**src/rtl/clock_divider_pkg.sv**
```systemverilog
// Shared defaults and sizing helpers for the multi-channel clock divider.
package clock_divider_pkg;

  localparam int CNT_W_DEF       = 17;
  localparam int DIV_DEFAULT_DEF = 100000;

  // Width of a channel index; a single-channel build still needs one select bit.
  function automatic int ch_w(input int num_ch);
    return (num_ch > 1) ? $clog2(num_ch) : 1;
  endfunction

endpackage

```
**src/rtl/clock_divider_channel.sv**
```systemverilog
// One divider channel: counter, active/shadow divide pair and glitch-free
// divide switching at half-period boundaries.
module clock_divider_channel
  import clock_divider_pkg::*;
#(
  parameter int CNT_W       = CNT_W_DEF,
  parameter int DIV_DEFAULT = DIV_DEFAULT_DEF
) (
  input  logic             clk,
  input  logic             reset,
  input  logic             en,
  input  logic             sync,
  input  logic             wr,
  input  logic [CNT_W-1:0] wr_div,
  output logic             pending,
  output logic             clk_out,
  output logic             tick
);

  localparam logic [CNT_W-1:0] DIV_INIT = CNT_W'(DIV_DEFAULT);

  logic [CNT_W-1:0] div_q;
  logic [CNT_W-1:0] shadow_q;
  logic [CNT_W-1:0] cnt_q;
  logic             pending_q;
  logic             clk_out_q;
  logic             tick_q;

  logic terminal;
  logic apply;

  assign terminal = (cnt_q == div_q);
  // A stopped channel has no half-period in flight, so it may switch at once.
  assign apply    = pending_q && (sync || !en || terminal);

  // NOTE: every state register uses <= so all of them sample the same pre-edge
  // values; a blocking write here would let later statements see the new value.
  always_ff @(posedge clk or negedge reset) begin
    if (!reset) begin
      div_q     <= DIV_INIT;
      shadow_q  <= DIV_INIT;
      cnt_q     <= '0;
      pending_q <= 1'b0;
      clk_out_q <= 1'b0;
      tick_q    <= 1'b0;
    end else begin
      tick_q <= 1'b0;
      if (sync) begin
        cnt_q     <= '0;
        clk_out_q <= 1'b0;
      end else if (en) begin
        if (terminal) begin
          cnt_q     <= '0;
          clk_out_q <= ~clk_out_q;
          tick_q    <= 1'b1;
        end else begin
          cnt_q <= cnt_q + 1'b1;
        end
      end
      if (apply) begin
        div_q     <= shadow_q;
        pending_q <= 1'b0;
      end
      // Writes are only accepted while nothing is pending, so this never
      // collides with an apply in the same cycle.
      if (wr) begin
        shadow_q  <= wr_div;
        pending_q <= 1'b1;
      end
    end
  end

  assign pending = pending_q;
  assign clk_out = clk_out_q;
  assign tick    = tick_q;

endmodule

```
**src/rtl/clock_divider_multi.sv**
```systemverilog
// Multi-channel programmable clock divider: shared configuration port with a
// per-channel shadow register, global phase-alignment restart.
module clock_divider_multi
  import clock_divider_pkg::*;
#(
  parameter int NUM_CH      = 4,
  parameter int CNT_W       = CNT_W_DEF,
  parameter int DIV_DEFAULT = DIV_DEFAULT_DEF
) (
  input  logic                      clk,
  input  logic                      reset,
  input  logic [NUM_CH-1:0]         en,
  input  logic                      sync,
  input  logic                      cfg_valid,
  input  logic [ch_w(NUM_CH)-1:0]   cfg_ch,
  input  logic [CNT_W-1:0]          cfg_div,
  output logic                      cfg_ready,
  output logic [NUM_CH-1:0]         clk_out,
  output logic [NUM_CH-1:0]         tick
);

  logic [NUM_CH-1:0] pending;
  logic [NUM_CH-1:0] wr;

  // NOTE: cfg_ready gets its default before the loop so every path assigns it
  // and no latch is inferred; out-of-range channels keep the default of 1.
  always_comb begin
    cfg_ready = 1'b1;
    for (int i = 0; i < NUM_CH; i++) begin
      if (32'(cfg_ch) == 32'(i)) cfg_ready = ~pending[i];
    end
  end

  for (genvar g = 0; g < NUM_CH; g++) begin : g_ch
    assign wr[g] = cfg_valid && cfg_ready && (32'(cfg_ch) == 32'(g));

    clock_divider_channel #(
      .CNT_W       (CNT_W),
      .DIV_DEFAULT (DIV_DEFAULT)
    ) u_channel (
      .clk     (clk),
      .reset   (reset),
      .en      (en[g]),
      .sync    (sync),
      .wr      (wr[g]),
      .wr_div  (cfg_div),
      .pending (pending[g]),
      .clk_out (clk_out[g]),
      .tick    (tick[g])
    );
  end

endmodule

```
**config.mk**
```make
export PLATFORM = sky130hd
export DESIGN_NAME = clock_divider_multi
export DESIGN_NICKNAME = d
export VERILOG_FILES = /design/src/rtl/clock_divider_pkg.sv /design/src/rtl/clock_divider_channel.sv /design/src/rtl/clock_divider_multi.sv
export SDC_FILE = /design/constraint.sdc
export NUM_CORES = 1
export LEC_CHECK = 0
export ABC_AREA = 1
export CAP_MARGIN = 10
export CORE_MARGIN = 10
export CORE_UTILIZATION = 40
export CTS_BUF_LIST = sky130_fd_sc_hd__clkbuf_2 sky130_fd_sc_hd__clkbuf_4 sky130_fd_sc_hd__clkbuf_8
export DETAILED_ROUTE_END_ITERATION = 10
export GPL_TIMING_DRIVEN = 0
export HOLD_SLACK_MARGIN = 0.1
export SYNTH_ARGS = -nofsm -noshare
export SYNTH_HDL_FRONTEND = slang
export SYNTH_SLANG_ARGS = --single-unit
```
**constraint.sdc**
```tcl
create_clock -name clk -period 1.7 [get_ports clk]
set_input_delay 0.17 -clock clk [delete_from_list [all_inputs] [get_ports clk]]
set_output_delay 0.17 -clock clk [all_outputs]
set_load 0.005 [all_outputs]
```
; Word level (Yosys, flattened, before mapping)
; Index checks and enable logic that the tools add are counted.
[classes]
n_eq_ne = 7
n_reduce_logical = 38
addsub = 4
bitwise_logic = 8
mux = 48
[ops]
columns = cell, n
row1 = $mux W17, 12
row2 = $add A17 B1 Y17 const B, 4
row3 = $eq A17 B17 Y1, 4
row4 = $mux W1, 36
row5 = $reduce_bool A2 Y1, 12
row6 = $logic_and A1 B1 Y1, 9
row7 = $logic_or A1 B1 Y1, 8
row8 = $not A1 Y1, 8
row9 = $reduce_and A2 Y1, 4
row10 = $eq A2 B2 Y1 const B, 2
row11 = $logic_not A1 Y1, 4
row12 = $eq A2 B1 Y1 const B, 1
row13 = $logic_not A2 Y1, 1
[totals]
in_bits = 27
reg_bits = 216

; Logic depth before layout (Yosys ltp)
[logic_depth]
word_depth = 8
depth_mapped = 12

; Modules after synthesis
; A second synthesis with hierarchy kept.
[unflattened]
hier_cells = 1377
area_unflattened_um2 = 10860.4
[by_module_without_submodules]
columns = mod, cells_per_inst, area_per_inst_um2, instances
row1 = clock_divider_channel, 340, 2695.1, 4
row2 = clock_divider_multi, 17, 80.1, 1

; Worst setup path before layout
; No wires, ideal clock.
[synth_timing]
path_kind = register -> register
start = register g_ch[1].u_channel.div_q[5]
end = register g_ch[1].u_channel.div_q[14]
stages_incl_launch_ff = 13
n_path_buf = 1
setup_ns = 0.117
t_required_ns = 1.583
path_slack_ns = 0.134
t_arrival_ns = 1.449
cell_sequence = dfstp_2 -> inv_1 -> nand2_1 -> nand2_1 -> nor2_1 -> nand2_1 -> nor2_1 -> nand3_2 -> nand2_2 -> nand2_4 -> buf_6 -> nand2_1 -> nand2_1
[synth_via]
elab_chain_len = 3
[synth_rtl]
columns = item, line_no
row1 = "start, declared", clock_divider_channel.sv:22  ; logic [CNT_W-1:0] div_q;
row2 = "start signal, assigned", clock_divider_channel.sv:61  ; div_q <= shadow_q;
row3 = $eq A17 B17 Y1, clock_divider_channel.sv:32  ; assign terminal = (cnt_q == div_q);
row4 = $logic_or A1 B1 Y1, clock_divider_channel.sv:34  ; assign apply = pending_q && (sync || !en || terminal);
row5 = $logic_and A1 B1 Y1, clock_divider_channel.sv:34
; Every way passes these cells.
; A chain may end at the register's enable or synchronous reset.

; Final worst setup path
[layout_timing]
start = register g_ch[2].u_channel.cnt_q[14]
end = register g_ch[2].u_channel.div_q[13]
[layout_via]
elab_chain_len = 3
[layout_rtl]
columns = item, line_no
row1 = "start, declared", clock_divider_channel.sv:24  ; logic [CNT_W-1:0] cnt_q;
row2 = "start signal, assigned", clock_divider_channel.sv:57  ; cnt_q <= cnt_q + 1'b1;
row3 = $eq A17 B17 Y1, clock_divider_channel.sv:32
row4 = $logic_or A1 B1 Y1, clock_divider_channel.sv:34
row5 = $logic_and A1 B1 Y1, clock_divider_channel.sv:34
row6 = "end signal, assigned", clock_divider_channel.sv:61
row7 = "end, declared", clock_divider_channel.sv:22
; Every way passes these cells.

==> results by stage <==
Floorplan:
- The initial utilization of the core area, before any placement, comes to 41.0%.
- During I/O placement, the number of pins put on the boundary was 36.
- Measured along the x axis, the die boundary spans 184 um.
- The height of the die is 184 um.
- The core area is 26200 um^2.
- The die covers 33800 um^2.
- The count of standard-cell rows is 59.

Yosys:
- For this run, the leading register cell type out of synthesis is dfrtp_1.
- Yosys attributes the largest share of cell area to dfrtp_1 (39%), nand2_1 (17%), dfstp_2 (12%).
- The average size of a mapped cell is 8.11 um^2.
- After synthesis the netlist holds a flip-flop and latch count of 216.
- When the netlist entered floorplanning its net count stood at 1354.
- The synthesized design spends more area on one cell type than any other, namely dfrtp_1.
- The commonest cells after synthesis are nand2_1 (475), dfrtp_1 (168), nand3_1 (112), inv_1 (109).
- The synthesized netlist occupies a cell area of 10700 um^2.
- The sequential fraction of the synthesis area is 50.9%.
- In the synthesized netlist, the number of instances is 1323.
- The share of the synthesized area in the top cell type is 39.2%.
- The most numerous cell in the Yosys netlist is nand2_1.
- For this run, the number of Yosys warnings is 0.
- Counting distinct cell types in the post-synthesis netlist gives 33.
- The async set-reset flop share out of synthesis is 100%.
- The number of flops mapped to enable cells by yosys is 0.

Worst setup path:
- STA puts the critical path data arrival time at 2180 ps.
- The slowest cell on the critical path is dfrtp_1.
- The setup slack of the worst register-to-register path is -60 ps.
- The cell depth of the worst flop-to-flop path is 12.
- The reg-to-reg endpoint is g_ch[2].u_channel.div_q[13]$_DFFE_PN0P_.
- The critical path endpoint category is a flop.
- The critical path is of the flop to flop type.
- On the worst path, the slowest cell contributes a delay of 430 ps.
- The startpoint class of the critical path is a flop.
- The worst register-to-register path begins at g_ch[2].u_channel.cnt_q[14]$_DFFE_PN0P_.
- By instance count, the cell type seen most on the critical path is nand2_1.
- STA puts the critical path data required time at 2130 ps.
- Traced cell by cell, the critical path runs through inv_1 -> nand2_1 -> nand2_1 -> nor2_1 -> nand2_1 -> nor2_2 -> nand3_4 -> nand2_8 -> nand2_8 -> clkbuf_16 -> nand2_2 -> nand2_1.
- Along the worst path, the maximum fanout reaches 5.

Detailed routing:
- Detailed routing placed a total of 12800 um of wire on met2.
- The routed length per placed instance is 15.2 um.
- The detailed router finished its first iteration with 672 violations.
- The total routed wire length on the met1 layer is 12700 um.
- After detailed routing, the number of remaining DRC violations is 0.
- The total via count after detailed routing is 8901.
- The detail route stage leaves a number of antenna-violating nets equal to 0.
- In this run the top signal layer used is met4.
- The first-pass detailed-route iteration total is 4.
- After detailed routing, the met3 layer carries 964 um of wire.
- For this block, the routed nets add up to 27400 um of wire.
- The average via count per standard cell is 4.94.

Place:
- The number of I/O port buffers is 34.
- Once placement completed, the tool counted placed cells totaling 1693.
- The placer congestion estimate is 0.848.
- The detailed-placement wirelength estimate is 18400 um.

Layout:
- The ratio of cells with drive above 1 in the final layout is 25.6%.
- The total number of nets in the final design is 1467.
- The layout filler cell count is 2400.
- For this run, the number of standard cells in the final layout without fillers is 1801.
- The number of antenna diodes in the final layout is 0.
- Relative to the synthesized area, the layout overhead comes to 25.9%.

Global routing:
- The via count of the first global-routing pass is 8736.
- The initial antenna violation count is 0.
- The pin count of the biggest net entering global routing is 112.
- For this run, the total global-route usage over all layers was measured as 16.1%.
- Global routing finished with a remaining overflow of 0.
- The first-pass GRT wire length is 44200 um.

Clock network:
- The number of CTS-inserted buffers is 40.
- The clock reaches the later pin of the worst-skew pair after 540 ps.
- The clock sink count is 216.
- The TritonCTS clock tree is built.
- The clock passes through at most 3 buffers.
- The master cell of the clock root buffer is clkbuf_8.
- The maximum level of the CTS H-tree is 2.
- After clock tree synthesis, the clock-pin slew on the worst setup and hold paths is 60 ps.

Pwr:
- The maximum vdd ir drop is 760 uV.
- After layout, the design draws a total of 15.5 mW.
- The leakage power total is 6.21 nW.
- In this run the power density over the cells is 1150 nW/um^2.

STA:
- In this run the tightest slew margin relative to its limit is 39.1%.
- The max-slew violation count is 0.
- The final count of hold timing violations was 0.
- The tightest hold path in the finished design has a slack of 212 ps.
- The slack of the critical path is -55.6 ps.
- The actual transition at the worst max-transition pin is 910 ps.
- The final total negative setup slack is -256 ps.
- The count of endpoints failing setup in the final report is 17.
- The minimum clock period is 1760 ps.
- Setup repair after global routing could not meet its margin everywhere.
- The worst setup skew after layout is 18.9 ps.
- The maximum clock frequency is 570 MHz.
- The final critical-path share of the clock period is 103%.

Flow run:
- The tool flagged a number of max-cap violations equal to 0.

Min path:
- The path with the worst hold slack has its endpoint at g_ch[3].u_channel.tick$_DFF_PN0_.
- In this run the most critical hold path is launched from en[3].
- The path class of the tightest hold or removal check is input port to flop.
- Counting instances, the worst hold path has a depth of 3.

Run status:
- The checks that failed: setup timing.
- The run finished, with violations left.
-- through the flow --
stage          instance area, um^2  util (%)  setup WS [ps]
3_5_place_dp                 11500      44.0           -303
3_3_place_gp                 11500      43.9          -8960
6_report                     13500      51.6          -55.6
4_1_cts                      12600      48.0          -45.9
5_1_grt                      13500      51.6           -131
2_1_floorplan                10700         -            134
-- layout by cell type (no fill, tap or decap), types with 39 or more instances in the layout --
cell / Yosys / layout
clkbuf_8: 0 / 47
nor2_1: 64 / 47
o21ai_1: 64 / 63
nand2_1: 475 / 400
nand2_2: 3 / 60
xor2_1: 41 / 41
inv_1: 109 / 103
nand3_1: 112 / 98
dfrtp_1: 168 / 161
dfstp_2: 48 / 48
o22ai_1: 39 / 39
-- repair_timing --
| action | CTS | global route |
|---|---|---|
| hold buffers | 1 | 0 |
| gates resized for setup | 35 | 180 |
| gates cloned | 1 | 8 |
| setup buffers | 12 | 14 |
| hold endpoints to repair | 82 | 0 |
| pin swaps | 6 | 40 |
| endpoints found under the setup margin | 115 | 134 |
-- state kept, by name (all words and copies together), names as in the netlist --
name	count
g_ch.u_channel.clk_out	4
g_ch.u_channel.tick	4
g_ch.u_channel.div_q	68
g_ch.u_channel.shadow_q	68
g_ch.u_channel.cnt_q	68
g_ch.u_channel.pending	4
-- layout make-up --
cell class | instances | area (um^2) | area share (%)
flip-flops and latches | 216 | 5470 | 40.5
multi-input cells | 925 | 5030 | 37.2
repair buffers | 70 | 831 | 6.15
clock buffers | 67 | 797 | 5.90
inverters | 128 | 480 | 3.56
plain buffers | 55 | 447 | 3.31
well taps | 335 | 419 | 3.10
clock inverters | 5 | 31.3 | 0.231
-- how the worst max path moves through the flow --
stage | from | endpoint | slack [ps] | depth (start not counted)
2_1_floorplan | g_ch[1].u_channel.div_q[5]$_DFFE_PN1P_ | g_ch[1].u_channel.div_q[14]$_DFFE_PN0P_ | 130 | 12
3_3_place_gp | reset | g_ch[3].u_channel.cnt_q[10]$_DFFE_PN0P_ | -8960 | 1
3_5_place_dp | en[0] | g_ch[0].u_channel.div_q[10]$_DFFE_PN1P_ | -300 | 8
4_1_cts | g_ch[1].u_channel.div_q[16]$_DFFE_PN1P_ | g_ch[1].u_channel.div_q[1]$_DFFE_PN0P_ | -50 | 12
5_1_grt | g_ch[2].u_channel.div_q[5]$_DFFE_PN1P_ | g_ch[2].u_channel.div_q[13]$_DFFE_PN0P_ | -130 | 12
6_report | g_ch[2].u_channel.cnt_q[14]$_DFFE_PN0P_ | g_ch[2].u_channel.div_q[13]$_DFFE_PN0P_ | -60 | 12
-- report_power, final --
part	total [mW]	switching (mW)	internal, mW	leakage, nW
combinational	3.21	1.72	1.50	3.04
sequential	7.14	0.846	6.30	2.72
clock	5.16	2.21	2.95	0.446
-- layer usage --
| metal | global-route usage [%] | vias up |
|---|---|---|
| met5 | 0 | - |
| met4 | 5.93 | 0 |
| met3 | 2.65 | 56 |
| met2 | 26.4 | 141 |
| met1 | 20.9 | 4252 |
| li1 | - | 4452 |
-- worst max-delay path, delay by kind of cell (launching register included) --
kind / cells / cell delay [ps]
flops: 1 / 430
simple gates: 10 / 930
buf+inv: 2 / 280
-- logic make-up after synthesis --
group,after synthesis,synth area share [%]
AO/OA/AOI/OAI,131,6.60
XOR/XNOR,73,5.96
adder cells (fa/ha/maj),4,0.466
buffers and inverters,183,7.74
flip-flops,216,50.9
AND/OR/NAND/NOR,716,28.3
Power figures use the tool's default switching activity.
